`src/rtl/latch_ctrl_pkg.sv`:
```
// Shared types and defaults for the latch write sequencer.
// Holds the state encoding, default timing and small index helpers.
package latch_ctrl_pkg;

  typedef enum logic [2:0] {IDLE, SETUP, GATE, HOLD, CLEAR} lws_state_t;

  localparam int DEF_N_REQ     = 4;
  localparam int DEF_DATA_W    = 8;
  localparam int DEF_SETUP_CYC = 1;
  localparam int DEF_GATE_CYC  = 1;
  localparam int DEF_HOLD_CYC  = 1;

  // a is always below 2*n here, so a single subtract wraps it.
  function automatic int wrap_idx(input int a, input int n);
    return (a >= n) ? a - n : a;
  endfunction

  // Width of a phase counter that must reach max(a,b,c)-1.
  function automatic int cnt_width(input int a, input int b, input int c);
    int m;
    m = a;
    if (b > m) m = b;
    if (c > m) m = c;
    return (m < 2) ? 1 : $clog2(m);
  endfunction

endpackage

```
`src/rtl/rr_arbiter.sv`:
```
// Combinational round-robin pick: first set req bit at or above ptr, wrapping.
// Produces a one-hot grant and its index; the pointer register lives in the caller.
module rr_arbiter
  import latch_ctrl_pkg::*;
#(
  parameter int N_REQ = DEF_N_REQ
) (
  input  logic [N_REQ-1:0]         req,
  input  logic [$clog2(N_REQ)-1:0] ptr,
  output logic [N_REQ-1:0]         grant,
  output logic [$clog2(N_REQ)-1:0] grant_idx,
  output logic                     valid
);

  localparam int IDX_W = $clog2(N_REQ);

  logic [IDX_W-1:0] cand;

  // Scan from the farthest offset down so the nearest set bit wins last.
  always_comb begin
    grant_idx = '0;
    cand      = '0;
    valid     = |req;
    for (int k = N_REQ - 1; k >= 0; k--) begin
      cand = IDX_W'(wrap_idx(int'(ptr) + k, N_REQ));
      if (req[cand]) grant_idx = cand;
    end
    grant = valid ? (N_REQ'(1) << grant_idx) : '0;
  end

endmodule

```
`src/rtl/latch_write_sequencer.sv`:
```
// Shares one bank of D latches between N_REQ writers: round-robin grant,
// setup -> gate -> hold sequencing so latch_d is stable around the gate pulse.
module latch_write_sequencer
  import latch_ctrl_pkg::*;
#(
  parameter int N_REQ     = DEF_N_REQ,
  parameter int DATA_W    = DEF_DATA_W,
  parameter int SETUP_CYC = DEF_SETUP_CYC,
  parameter int GATE_CYC  = DEF_GATE_CYC,
  parameter int HOLD_CYC  = DEF_HOLD_CYC
) (
  input  logic                      clock,
  input  logic                      reset,
  input  logic [N_REQ-1:0]          req,
  input  logic [N_REQ*DATA_W-1:0]   wdata,
  output logic [N_REQ-1:0]          ack,
  input  logic                      clr_req,
  output logic                      clr_ack,
  output logic [DATA_W-1:0]         latch_d,
  output logic                      latch_gate,
  output logic                      latch_reset,
  output logic                      busy,
  output logic [$clog2(N_REQ)-1:0]  grant_id
);

  localparam int IDX_W = $clog2(N_REQ);
  localparam int CNT_W = cnt_width(SETUP_CYC, GATE_CYC, HOLD_CYC);
  localparam logic [CNT_W-1:0] SETUP_LAST = CNT_W'(SETUP_CYC - 1);
  localparam logic [CNT_W-1:0] GATE_LAST  = CNT_W'(GATE_CYC - 1);
  localparam logic [CNT_W-1:0] HOLD_LAST  = CNT_W'(HOLD_CYC - 1);
  localparam logic [IDX_W-1:0] LAST_IDX   = IDX_W'(N_REQ - 1);

  lws_state_t       state, state_n;
  logic [CNT_W-1:0] cnt, cnt_n;
  logic [IDX_W-1:0] ptr;
  logic [N_REQ-1:0] win_oh;
  logic [N_REQ-1:0] arb_grant;
  logic [IDX_W-1:0] arb_idx;
  logic             arb_valid;
  logic             start;
  logic             ack_n;

  rr_arbiter #(.N_REQ(N_REQ)) u_arb (
    .req       (req),
    .ptr       (ptr),
    .grant     (arb_grant),
    .grant_idx (arb_idx),
    .valid     (arb_valid)
  );

  always_comb begin
    state_n = state;
    cnt_n   = cnt;
    start   = 1'b0;
    unique case (state)
      IDLE: begin
        if (clr_req) begin
          state_n = CLEAR;
        end else if (arb_valid) begin
          state_n = SETUP;
          cnt_n   = '0;
          start   = 1'b1;
        end
      end
      SETUP: begin
        if (cnt == SETUP_LAST) begin
          state_n = GATE;
          cnt_n   = '0;
        end else begin
          cnt_n = cnt + CNT_W'(1);
        end
      end
      GATE: begin
        if (cnt == GATE_LAST) begin
          state_n = HOLD;
          cnt_n   = '0;
        end else begin
          cnt_n = cnt + CNT_W'(1);
        end
      end
      HOLD: begin
        if (cnt == HOLD_LAST) begin
          state_n = IDLE;
          cnt_n   = '0;
        end else begin
          cnt_n = cnt + CNT_W'(1);
        end
      end
      CLEAR:   state_n = IDLE;
      default: state_n = IDLE;
    endcase
    // Outputs are registered off the next state, so ack lands on the last HOLD cycle.
    ack_n = (state_n == HOLD) && (cnt_n == HOLD_LAST);
  end

  always_ff @(posedge clock) begin
    if (reset) begin
      state       <= IDLE;
      cnt         <= '0;
      ptr         <= '0;
      win_oh      <= '0;
      latch_d     <= '0;
      latch_gate  <= 1'b0;
      latch_reset <= 1'b1;
      ack         <= '0;
      clr_ack     <= 1'b0;
      busy        <= 1'b0;
      grant_id    <= '0;
    end else begin
      state       <= state_n;
      cnt         <= cnt_n;
      latch_gate  <= (state_n == GATE);
      latch_reset <= (state_n == CLEAR);
      clr_ack     <= (state_n == CLEAR);
      busy        <= (state_n != IDLE);
      ack         <= ack_n ? win_oh : '0;
      if (start) begin
        win_oh   <= arb_grant;
        grant_id <= arb_idx;
        latch_d  <= wdata[arb_idx*DATA_W +: DATA_W];
      end
      if (ack_n) ptr <= (grant_id == LAST_IDX) ? '0 : grant_id + IDX_W'(1);
    end
  end

endmodule
```
`config.mk`:
```
export PLATFORM = sky130hd
export DESIGN_NAME = latch_write_sequencer
export DESIGN_NICKNAME = d
export VERILOG_FILES = /design/src/rtl/latch_ctrl_pkg.sv /design/src/rtl/rr_arbiter.sv /design/src/rtl/latch_write_sequencer.sv
export SDC_FILE = /design/constraint.sdc
export NUM_CORES = 1
export LEC_CHECK = 0
export CAP_MARGIN = 30
export CORE_MARGIN = 1
export CORE_UTILIZATION = 47
export CTS_CLUSTER_SIZE = 16
export DETAILED_ROUTE_END_ITERATION = 10
export GPL_ROUTABILITY_DRIVEN = 0
export GPL_TIMING_DRIVEN = 0
export PLACE_DENSITY = 0.94
export SYNTH_ARGS = -nofsm -noshare
export SYNTH_HDL_FRONTEND = slang
export SYNTH_HIERARCHICAL = 1
export SYNTH_SLANG_ARGS = --single-unit
```
`constraint.sdc`:
```
create_clock -name clock -period 6.79 [get_ports clock]
set_input_delay 2.037 -clock clock [delete_from_list [all_inputs] [get_ports clock]]
set_output_delay 2.037 -clock clock [all_outputs]
set_load 0.02 [all_outputs]
```
Word level (Yosys, flattened, before mapping)
Cells that the tools add are included. Widths: inputs -> output; s select.

Register bits: 28. Logic and storage cells: 76.

Magnitude comparators: 8. Eq/ne operators: 7. Reductions and logical operators: 6. Bitwise operators: 2. Shift-type cells: 2. Add/sub/neg operators: 9. Mux-type cells: 31.

Operators with widths (count): $shiftx 32x6->8 (1); $mux 2 (9); $mux 3 (5); $eq 3x2->1 const B (4); $lt 2x3->1 const B (4); $pmux 3 s4 (1); $mux 1 (10); $ge 3x3->1 const B (3); $bmux 1 s2 (4); $sub 2x1->2 const B (4); $add 2x2->3 const B (2); $mux 4 (1); $reduce_or 4->1 (1); $shl 1x2->4 const A (1); $add 2x1->3 const B (1); $eq 3x1->1 const B (1); $eq 3x3->1 const B (1); $ge 2x3->1 const B (1); $logic_not 3->1 (1); $reduce_bool 3->1 (1); $reduce_or 3->1 (1); $add 2x1->2 const B (1); $eq 2x2->1 const B (1); $not 1->1 (2); other kinds (4) (4).

Depth between registers and ports, before layout
Gate-level depths: netlist of the first run.

Word-level depth: 11. Gate-level depth with buffers: 8. Gate-level depth less buffers: 6.

Hierarchy
The synthesis of the first run kept the hierarchy.

Modules (own cells, without submodules): latch_write_sequencer (cells an instance 129, seq. area each 560.5 µm², instances 1, area each 1323.8 µm²); rr_arbiter (cells an instance 29, seq. area each 0.0 µm², instances 1, area each 210.2 µm²).

Worst setup path before layout of the first run
Ideal clock, no wire load.

Path type: in2reg. From: input port req[2]. To: register latch_d[0]. Stages: 8. Library setup time: 0.132 ns. Buffers on the path: 2. Data arrival time: 3.397 ns. Path slack: 3.260 ns. Path through: buf_2 -> nand2b_1 -> a21oi_1 -> a221oi_2 -> buf_2 -> mux4_2 -> nand3_1 -> a21oi_1.

Longest elaborated chain between the ends: 7. Elaborated cells between the ends (all ways): 17.

Ends and longest elaborated chain: start, declared (RTL line latch_write_sequencer.sv:14) `input logic [N_REQ-1:0] req,`; $bmux 1 s2 (RTL line rr_arbiter.sv:26) `if (req[cand]) grant_idx = cand;`; $mux 1 (not written as such) (RTL line rr_arbiter.sv:26); $mux 2 (3 in a row) (RTL line rr_arbiter.sv:26); $mux 2 * (RTL line rr_arbiter.sv:26); net arb_idx[0] (RTL line latch_write_sequencer.sv:38) `logic [IDX_W-1:0] arb_idx;`; $shiftx 32x6->8 * (RTL line latch_write_sequencer.sv:120) `latch_d <= wdata[arb_idx*DATA_W +: DATA_W];`; end signal, assigned (RTL line latch_write_sequencer.sv:120); end, declared (RTL line latch_write_sequencer.sv:19) `output logic [DATA_W-1:0] latch_d,`.

Mark *: on every way through the listed nets, which the timed path passes. The rest lies on a longest branch. The select of a mux whose other input is x is not followed. A chain may end at the register's enable or synchronous reset.

Final worst setup path of the first run
From: input port req[1]. To: register latch_d[4].

The elaborated chain is that of the path after synthesis.

==> reports/results.ini, run 1 <==
[cells_and_area]
syn_to_final_growth_pct=42.3
final_core_util_pct=70.9
drive_gt1_share_pct=19.9
nets=257
multiInputGateArea_um2=857
regArea_um2=561
num-fill-cells=231
antennaDiodeCount=0

[yosys]
ys_warn_count=6
synth_cell_types=43
synth.cell_area_mm2=0.00153
ys_seq_area_share_pct=36.5
syn_area_per_cell_um2=9.71
syn-num-nets=198
syn_inst=158
ys_ff_latch=28

[sta]
min_period_ns=3.71
relSlewSlack_pct=71.4
skew_ns=0.00508
worstMarginPinSlew_ns=0.430
post-route-period-util_pct=54.7
max_freq_mhz=269
setup_violations=0
setup_tns_ns=0
drv_slew=0
finalHoldViolCount=0
rsz0062_at_grt=false

[routing]
drt-vias-per-instance=5.20
ant_nets=0
vias=1351
routed_wl_um=3100
wl_met2_um=1540
dr.pass1.iters=4
wl_per_cell_um=11.9
post-route-drc-count=0
wl_met1_um=1350
wl_met3_um=145
top_layer_used=met4
drtIter0Drc=33

[cts]
root_buffer=clkbuf_4
cts_buffers=3
cts_setup_buffers=0
insertion_delay_ns=0.33
cts_tree=yes
ctsHtreeMaxLevel=1
cts_resized=0
clock-sinks=28
cts.path.max_buffers=2
clkTransAtPathRegs_ns=0.15
cts_hold_buffers=0

[pwr]
ir_worst_vdd_mv=0.0895
power_frac_comb_pct=35.4
leakage_nw=0.791
swShare_pct=29.5
power.share.clock_pct=23.5
switchingPower_w=0.000137
p_per_area_mw_per_mm2=212
internal-power_w=0.000326
seqPwrFrac_pct=41.1

[worst_setup_path]
path_class=input port to flop
rrSetupSlack_ns=4.63
critPathMaxFanout=9
reg2reg_to=latch_d[4]
rr_startpoint=ptr[0]
critPathArrivalTime_ns=3.94
rr_worst_depth=7
cp-start-kind=input port
end_kind=flop
cp.required_ns=7.02

[hold_path]
worstHoldStart=win_oh[0]
holdPathEnd=ack[0]
hold_path.class=flop to flop
hold_depth=1

[die]
die_w_um=59.1
num_rows=20
die_area_mm2=0.00350
io_pins=57
dieHeight_um=59.1
core_area_mm2=0.00308
start_util_pct=49.8

[global_routing]
grt_max_degree=17
grt_pass1_vias=1179
antenna_found_initial=0
grt_pass1_wl_um=5140
overflow=0
grt_usage_pct=19.5

[outcome]
status=completed

[placed_design]
dp_hpwl_um=2480
port_buffers=54

[job]
maxCapViolations=0

[worst max-delay path: stages]
cell and delay (ns):
clkdlybuf4s50_1 0.63, a21oi_1 0.08, a221oi_2 0.18, buf_2 0.31
mux4_2 0.53, nand3_1 0.11, a21oi_1 0.07
[registers in the layout (all words and copies together) (netlist names)]
name,cells
ack,4
busy,1
clr_ack,1
cnt,1
grant_id,2
latch_d,8
latch_gate,1
latch_reset,1
ptr,2
state,3
win_oh,4
[cells in the final DEF (no fill, tap or decap), types with 2 or more instances in the layout]
master           netlist  final
clkbuf_4               0      3
inv_1                  3      3
o21bai_1               2      2
o21ai_2               10     10
nor3_1                 5      5
clkbuf_1               4      4
mux4_2                 8      8
o21ai_0                4      4
nor3b_1                2      2
buf_2                  6      6
clkdlybuf4s50_1        0     54
nand3_1               14     14
nand2b_1               4      4
nand2_1                4      4
dfxtp_1               28     28
nor2_1                 9      9
and2_1                 4      4
a21oi_1               20     20
nor2b_1                3      3
buf_6                  3      3
[how the worst max path moves through the flow]
stage | start | end | depth (start not counted)
2_1_floorplan | req[2] | latch_d[0] | 8
3_3_place_gp | req[1] | latch_d[4] | 7
3_5_place_dp | req[1] | latch_d[4] | 7
4_1_cts | req[1] | latch_d[4] | 7
5_1_grt | req[1] | latch_d[1] | 7
6_report | req[1] | latch_d[4] | 7
[cell families after synthesis]
group / count (synthesis) / share of synthesized area, %
simple gates: 52 / 20.0
compound gates: 46 / 20.8
flops: 28 / 36.5
buf+inv: 19 / 7.58
mux: 10 / 13.1
xor+xnor: 2 / 1.14
fa+ha+maj: 1 / 0.816
[synth_stat cells]
library cell,number,share of area (%)
o211a_1,1,0.65
buf_2,6,2.0
mux4_2,8,12
a2111oi_2,1,0.98
a21oi_1,20,6.5
nand3_1,14,4.6
nand3b_1,1,0.49
o21ai_1,1,0.33
buf_6,3,2.2
o21a_1,1,0.49
o21ai_0,4,1.3
a21o_1,1,0.49
inv_1,3,0.73
nor3b_2,1,0.82
a211oi_1,1,0.49
nor3b_1,2,0.98
buf_8,1,0.98
and2_1,4,1.6
nand2_1,4,0.98
buf_4,1,0.49
nor2b_2,1,0.57
a221oi_2,1,0.98
clkbuf_1,4,0.98
o21bai_1,2,0.98
o31a_1,1,0.57
nand2b_1,4,1.6
nor2b_1,3,1.2
mux2i_1,1,0.65
nor4b_4,1,1.5
or4b_4,1,0.90
a221oi_1,1,0.57
nor2_1,9,2.2
xnor2_1,1,0.57
dfxtp_1,28,37
xor2_1,1,0.57
inv_2,1,0.24
o221a_1,1,0.73
o21ai_2,10,5.7
ha_1,1,0.82
nor3_1,5,1.6
nor2_2,1,0.41
mux2_2,1,0.73
or2_2,1,0.41
[final cells by class]
type | count | area share [%]
inverter | 4 | 0.688
buffer | 15 | 4.64
sequential | 28 | 25.7
tap | 44 | 2.52
multi-input combinational | 111 | 39.3
clock buffer | 3 | 1.03
timing repair buffer | 54 | 24.8
clock inverter | 1 | 1.38
[power groups by stage]
stage | Sequential, W | Clock [W] | Combinational, W
final | 0.000190 | 0.000109 | 0.000164
after global routing | 0.000192 | 0.000116 | 0.000178
after CTS | 0.000190 | 0.000109 | 0.000164
after detailed placement | 0.000194 | 0 | 0.000164
after global placement | 0.000193 | 0 | 0.000162
after floorplan | 0.000205 | 0 | 0.0000956
[per-stage QoR]
| step | worst slack [ns] | power (W) | instances | hold slack (ns) | instance area, µm² |
|---|---|---|---|---|---|
| 2_1_floorplan | 3.26 | 0.000300 | 158 | 0.423 | 1530 |
| 3_3_place_gp | 2.68 | 0.000355 | 256 | 0.436 | 2130 |
| 3_5_place_dp | 2.69 | 0.000358 | 256 | 0.438 | 2130 |
| 4_1_cts | 3.06 | 0.000464 | 260 | 0.470 | 2180 |
| 5_1_grt | 2.93 | 0.000486 | 260 | 0.490 | 2180 |
| 6_report | 3.08 | 0.000463 | 260 | 0.472 | 2180 |
[layer usage]
metal | track usage [%] | vias to the layer above
met4 | 9.52 | 0
met3 | 3.28 | 5
met1 | 24.5 | 606
li1 | - | 688
met5 | 0 | -
met2 | 32.5 | 52
Note: power is estimated with default switching activity, not from simulation.
==> run 2: changes to the inputs <==
CORE_UTILIZATION = 40   (was 47)
PLACE_DENSITY = 0.86   (was 0.94)
clock period = 3.36 ns   (was 6.79 ns; I/O delays follow)
==> reports/results.ini, run 2 (synthesized netlist as in run 1, its figures left out) <==
[global_routing]
overflow=0  ; unchanged
grt_pass1_wl_um=5240  ; +2.0%
antenna_found_initial=0  ; unchanged
grt_max_degree=16  ; -1
grt_pass1_vias=1219  ; +3.4%
grt_usage_pct=16.3  ; -3.2 points

[cts]
cts_setup_buffers=0  ; unchanged
cts_hold_buffers=0  ; unchanged
cts_tree=yes
root_buffer=clkbuf_8
cts.path.max_buffers=2  ; unchanged
cts_resized=0  ; unchanged
insertion_delay_ns=0.27  ; -0.06 ns
clkTransAtPathRegs_ns=0.09  ; -0.06 ns
clock-sinks=28  ; unchanged
cts_buffers=3  ; unchanged
ctsHtreeMaxLevel=1  ; unchanged

[worst_setup_path]
critPathArrivalTime_ns=2.93  ; -1.01 ns
critPathMaxFanout=9  ; unchanged
rr_worst_depth=7  ; unchanged
path_class=input port to flop
cp-start-kind=input port
end_kind=flop
rrSetupSlack_ns=1.21  ; -3.42 ns
cp.required_ns=3.51  ; -3.51 ns

[hold_path]
hold_depth=2  ; +1
hold_path.class=flop to flop

[cells_and_area]
antennaDiodeCount=0  ; unchanged
top_regs=latch_d: 8 flops, ack: 4 flops, win_oh: 4 flops
layout_common_cells=clkdlybuf4s50_1, dfxtp_1, a21oi_1
top_register=latch_d
syn_to_final_growth_pct=42.7
num-fill-cells=312  ; +35%
final_core_util_pct=59.8  ; -11 points
drive_gt1_share_pct=19.9  ; unchanged
final_common_cell=clkdlybuf4s50_1
largest_reg_flops=8  ; unchanged
nets=257  ; unchanged

[pwr]
p_per_area_mw_per_mm2=422  ; +99%
leakage_nw=0.791  ; +0.10%
ir_worst_vdd_mv=0.186  ; +110%

[routing]
vias=1343  ; -0.59%
dr.pass1.iters=4  ; unchanged
wl_per_cell_um=12.2  ; +2.4%
post-route-drc-count=0  ; unchanged
drtIter0Drc=22  ; -33%
ant_nets=0  ; unchanged
routed_wl_um=3220  ; +4.0%
drt-vias-per-instance=5.09  ; -2.1%

[sta]
drv_slew=0  ; unchanged
min_period_ns=2.78
worstMarginPinSlew_ns=0.443  ; +0.0136 ns
rsz0062_at_grt=false
setup_violations=0  ; unchanged
finalHoldViolCount=0  ; unchanged
setup_tns_ns=0  ; unchanged
post-route-period-util_pct=82.8
relSlewSlack_pct=70.5  ; -0.91 points
skew_ns=0.00161  ; -0.00348 ns
max_freq_mhz=359

[die]
start_util_pct=41.9  ; -7.9 points
io_pins=57  ; unchanged
die_area_mm2=0.00409  ; +17%
num_rows=22  ; +10%
core_area_mm2=0.00366  ; +19%
dieHeight_um=63.9  ; +8.1%
die_w_um=63.9  ; +8.1%

[job]
maxCapViolations=0  ; unchanged

[outcome]
status=completed

[placed_design]
port_buffers=54  ; unchanged
dp_hpwl_um=2540  ; +2.5%

## run 2: cell types whose count changed in the layout (fill, tap and decap cells not counted)
cell	delta
clkbuf_4	-3
bufinv_16	-1
clkbuf_8	+4
## run 2: worst paths after layout
kind,start,endpoint
hold / removal,win_oh[3],win_oh[3]
setup reg to reg,ptr[0],latch_d[5]
setup / recovery,req[1],latch_d[5]
hold reg to reg,win_oh[3],win_oh[3]
## run 2: power breakdown
| part | switching (W) | internal, W |
|---|---|---|
| Combinational | 0.000159 | 0.000174 |
| Sequential | 0.0000202 | 0.000364 |
| Clock | 0.000101 | 0.000105 |
| Total | 0.000280 | 0.000643 |
## run 2: cell type report
class                   instances  area (µm²)  share of cell area, %
plain buffers                  15         101                   4.63
clock buffers                   4        55.1                   2.51
inverters                       4        15.0                  0.686
multi-input cells             111         857                   39.1
flip-flops and latches         28         561                   25.6
well taps                      48        60.1                   2.74
repair buffers                 54         541                   24.7
## run 2: metrics by stage
| step | instances | power [W] | hold WS (ns) | worst slack (ns) | area, µm² |
|---|---|---|---|---|---|
| floorplan | 158 | 0.000607 | 0.423 | 0.859 | 1530 |
| global placement | 260 | 0.000720 | 0.437 | 0.309 | 2130 |
| detailed placement | 260 | 0.000725 | 0.457 | 0.292 | 2130 |
| CTS | 264 | 0.000926 | 0.472 | 0.586 | 2190 |
| global route | 264 | 0.000972 | 0.492 | 0.475 | 2190 |
| finish | 264 | 0.000923 | 0.467 | 0.578 | 2190 |
## run 2: worst max-delay path, stage by stage
cell,delay [ns]
clkdlybuf4s50_1,0.64
a21oi_1,0.09
a221oi_2,0.17
buf_2,0.31
mux4_2,0.53
nand3_1,0.11
a21oi_1,0.07
## run 2: layer usage
| layer | up-vias | global-route usage, % | wire [µm] |
|---|---|---|---|
| met5 | - | 0 | 0 |
| met2 | 49 | 26.7 | 1520 |
| li1 | 688 | - | - |
| met1 | 599 | 20.8 | 1470 |
| met4 | 0 | 7.10 | 70 |
| met3 | 7 | 2.86 | 161 |
==> run 3: changes to the inputs <==
CORE_UTILIZATION = 44   (was 40)
PLACE_DENSITY = 0.9   (was 0.86)
clock period = 2.77 ns   (was 3.36 ns; I/O delays follow)
==> reports/results.ini, run 3 (synthesized netlist as in run 1, its figures left out) <==
[outcome]
status=completed

[sta]
rsz0062_at_grt=false
worstMarginPinSlew_ns=0.511  ; +0.0679 ns
drv_slew=0  ; unchanged
max_freq_mhz=387
setup_violations=0  ; unchanged
relSlewSlack_pct=65.9  ; -4.5 points
min_period_ns=2.58
finalHoldViolCount=0  ; unchanged
post-route-period-util_pct=93.2
holdWs_ns=0.478  ; +0.0104 ns
skew_ns=0.0103  ; +0.00865 ns

[worst_setup_path]
end_kind=flop
path_class=input port to flop
critPathArrivalTime_ns=2.80  ; -0.13 ns
critPathMaxFanout=9  ; unchanged
cp-start-kind=input port
cp.required_ns=2.99  ; -0.52 ns

[die]
io_pins=57  ; unchanged
num_rows=21  ; -4.5%
dieHeight_um=61.0  ; -4.5%
core_area_mm2=0.00334  ; -8.9%
die_area_mm2=0.00373  ; -8.8%
start_util_pct=46.0  ; +4.1 points
die_w_um=61.0  ; -4.5%

[cts]
clock-sinks=28  ; unchanged
cts_setup_buffers=0  ; unchanged
insertion_delay_ns=0.32  ; +0.05 ns
cts.path.max_buffers=2  ; unchanged
root_buffer=clkbuf_4
cts_buffers=3  ; unchanged
cts_tree=yes
ctsHtreeMaxLevel=1  ; unchanged
cts_resized=0  ; unchanged
clkTransAtPathRegs_ns=0.15  ; +0.06 ns
cts_hold_buffers=0  ; unchanged

[job]
maxCapViolations=0  ; unchanged

[global_routing]
grt_usage_pct=18.6  ; +2.3 points
grt_pass1_vias=1218  ; -0.082%
overflow=0  ; unchanged
antenna_found_initial=0  ; unchanged
grt_pass1_wl_um=5290  ; +0.78%
grt_max_degree=17  ; +1

[cells_and_area]
antennaDiodeCount=0  ; unchanged
finalInstanceArea_mm2=0.00218  ; -0.23%
nets=257  ; unchanged
largest_reg_flops=8  ; unchanged
syn_to_final_growth_pct=42.4
drive_gt1_share_pct=19.9  ; unchanged
final_common_cell=clkdlybuf4s50_1
top_register=latch_d
layout_common_cells=clkdlybuf4s50_1, dfxtp_1, a21oi_1
top_regs=latch_d: 8 flops, ack: 4 flops, win_oh: 4 flops

[routing]
drtIter0Drc=54  ; +150%
drt-vias-per-instance=5.26  ; +3.3%
wl_per_cell_um=12.8  ; +4.6%
dr.pass1.iters=4  ; unchanged
ant_nets=0  ; unchanged
vias=1377  ; +2.5%
routed_wl_um=3340  ; +3.8%
post-route-drc-count=0  ; unchanged

[placed_design]
dp_hpwl_um=2630  ; +3.4%
port_buffers=54  ; unchanged
place_area_mm2=0.00213  ; -0.12%

[pwr]
p_per_area_mw_per_mm2=519  ; +23%
finalPower_w=0.00113  ; +23%
ir_worst_vdd_mv=0.215  ; +16%
leakage_nw=0.791  ; -0.10%

[hold_path]
hold_path.class=flop to flop

==> run 3: cell count changes in the layout (fill, tap and decap cells not counted) <==
cell and change:
clkbuf_4 +3, bufinv_16 +1, clkbuf_8 -4
==> run 3: through the flow <==
step,setup TNS [ns],util [%],setup WS (ns),std cells
finish,0,65.5,0.188,262
global route,0,65.5,0.0929,262
CTS,0,65.5,0.208,262
detailed placement,-0.933,63.9,-0.149,258
global placement,-0.775,63.9,-0.126,258
floorplan,0,-,0.446,158
==> run 3: report_power, final <==
group	internal, W	switching (W)	total, W
Combinational	0.000211	0.000196	0.000406
Sequential	0.000442	0.0000245	0.000466
Clock	0.000146	0.000116	0.000262
==> run 3: final timing paths <==
kind | endpoint | slack (ns) | start | cells after the start
max reg2reg | latch_d[2] | 0.59 | ptr[0] | 7
max | latch_d[2] | 0.19 | req[1] | 8
min reg2reg | win_oh[2] | 0.48 | win_oh[2] | 2
min | win_oh[2] | 0.48 | win_oh[2] | 2
==> run 3: metal layers <==
metal  wire length, µm  global-route usage, %  vias to the layer above  part of all wire [%]
met5                 0                      0                        -                     0
met4                40                   5.19                        0                   1.2
met3               113                   1.89                        4                   3.4
met2              1630                   30.3                       40                    49
met1              1560                   26.1                      640                    47
li1                  -                      -                      693                     -
==> run 3: layout make-up <==
class                   count  area [µm²]
well taps                  46        57.6
plain buffers              15         101
multi-input cells         111         857
repair buffers             54         541
inverters                   4        15.0
flip-flops and latches     28         561
clock inverters             1        30.0
clock buffers               3        22.5
fillers                   282        1150
==> run 3: worst max-delay path: stages <==
cell             delay (ns)
clkdlybuf4s50_1        0.54
nor3b_2                0.29
a2111oi_2              0.06
nor2_1                 0.08
clkbuf_1               0.41
mux4_2                 0.38
nand3_1                0.13
a21oi_1                0.07
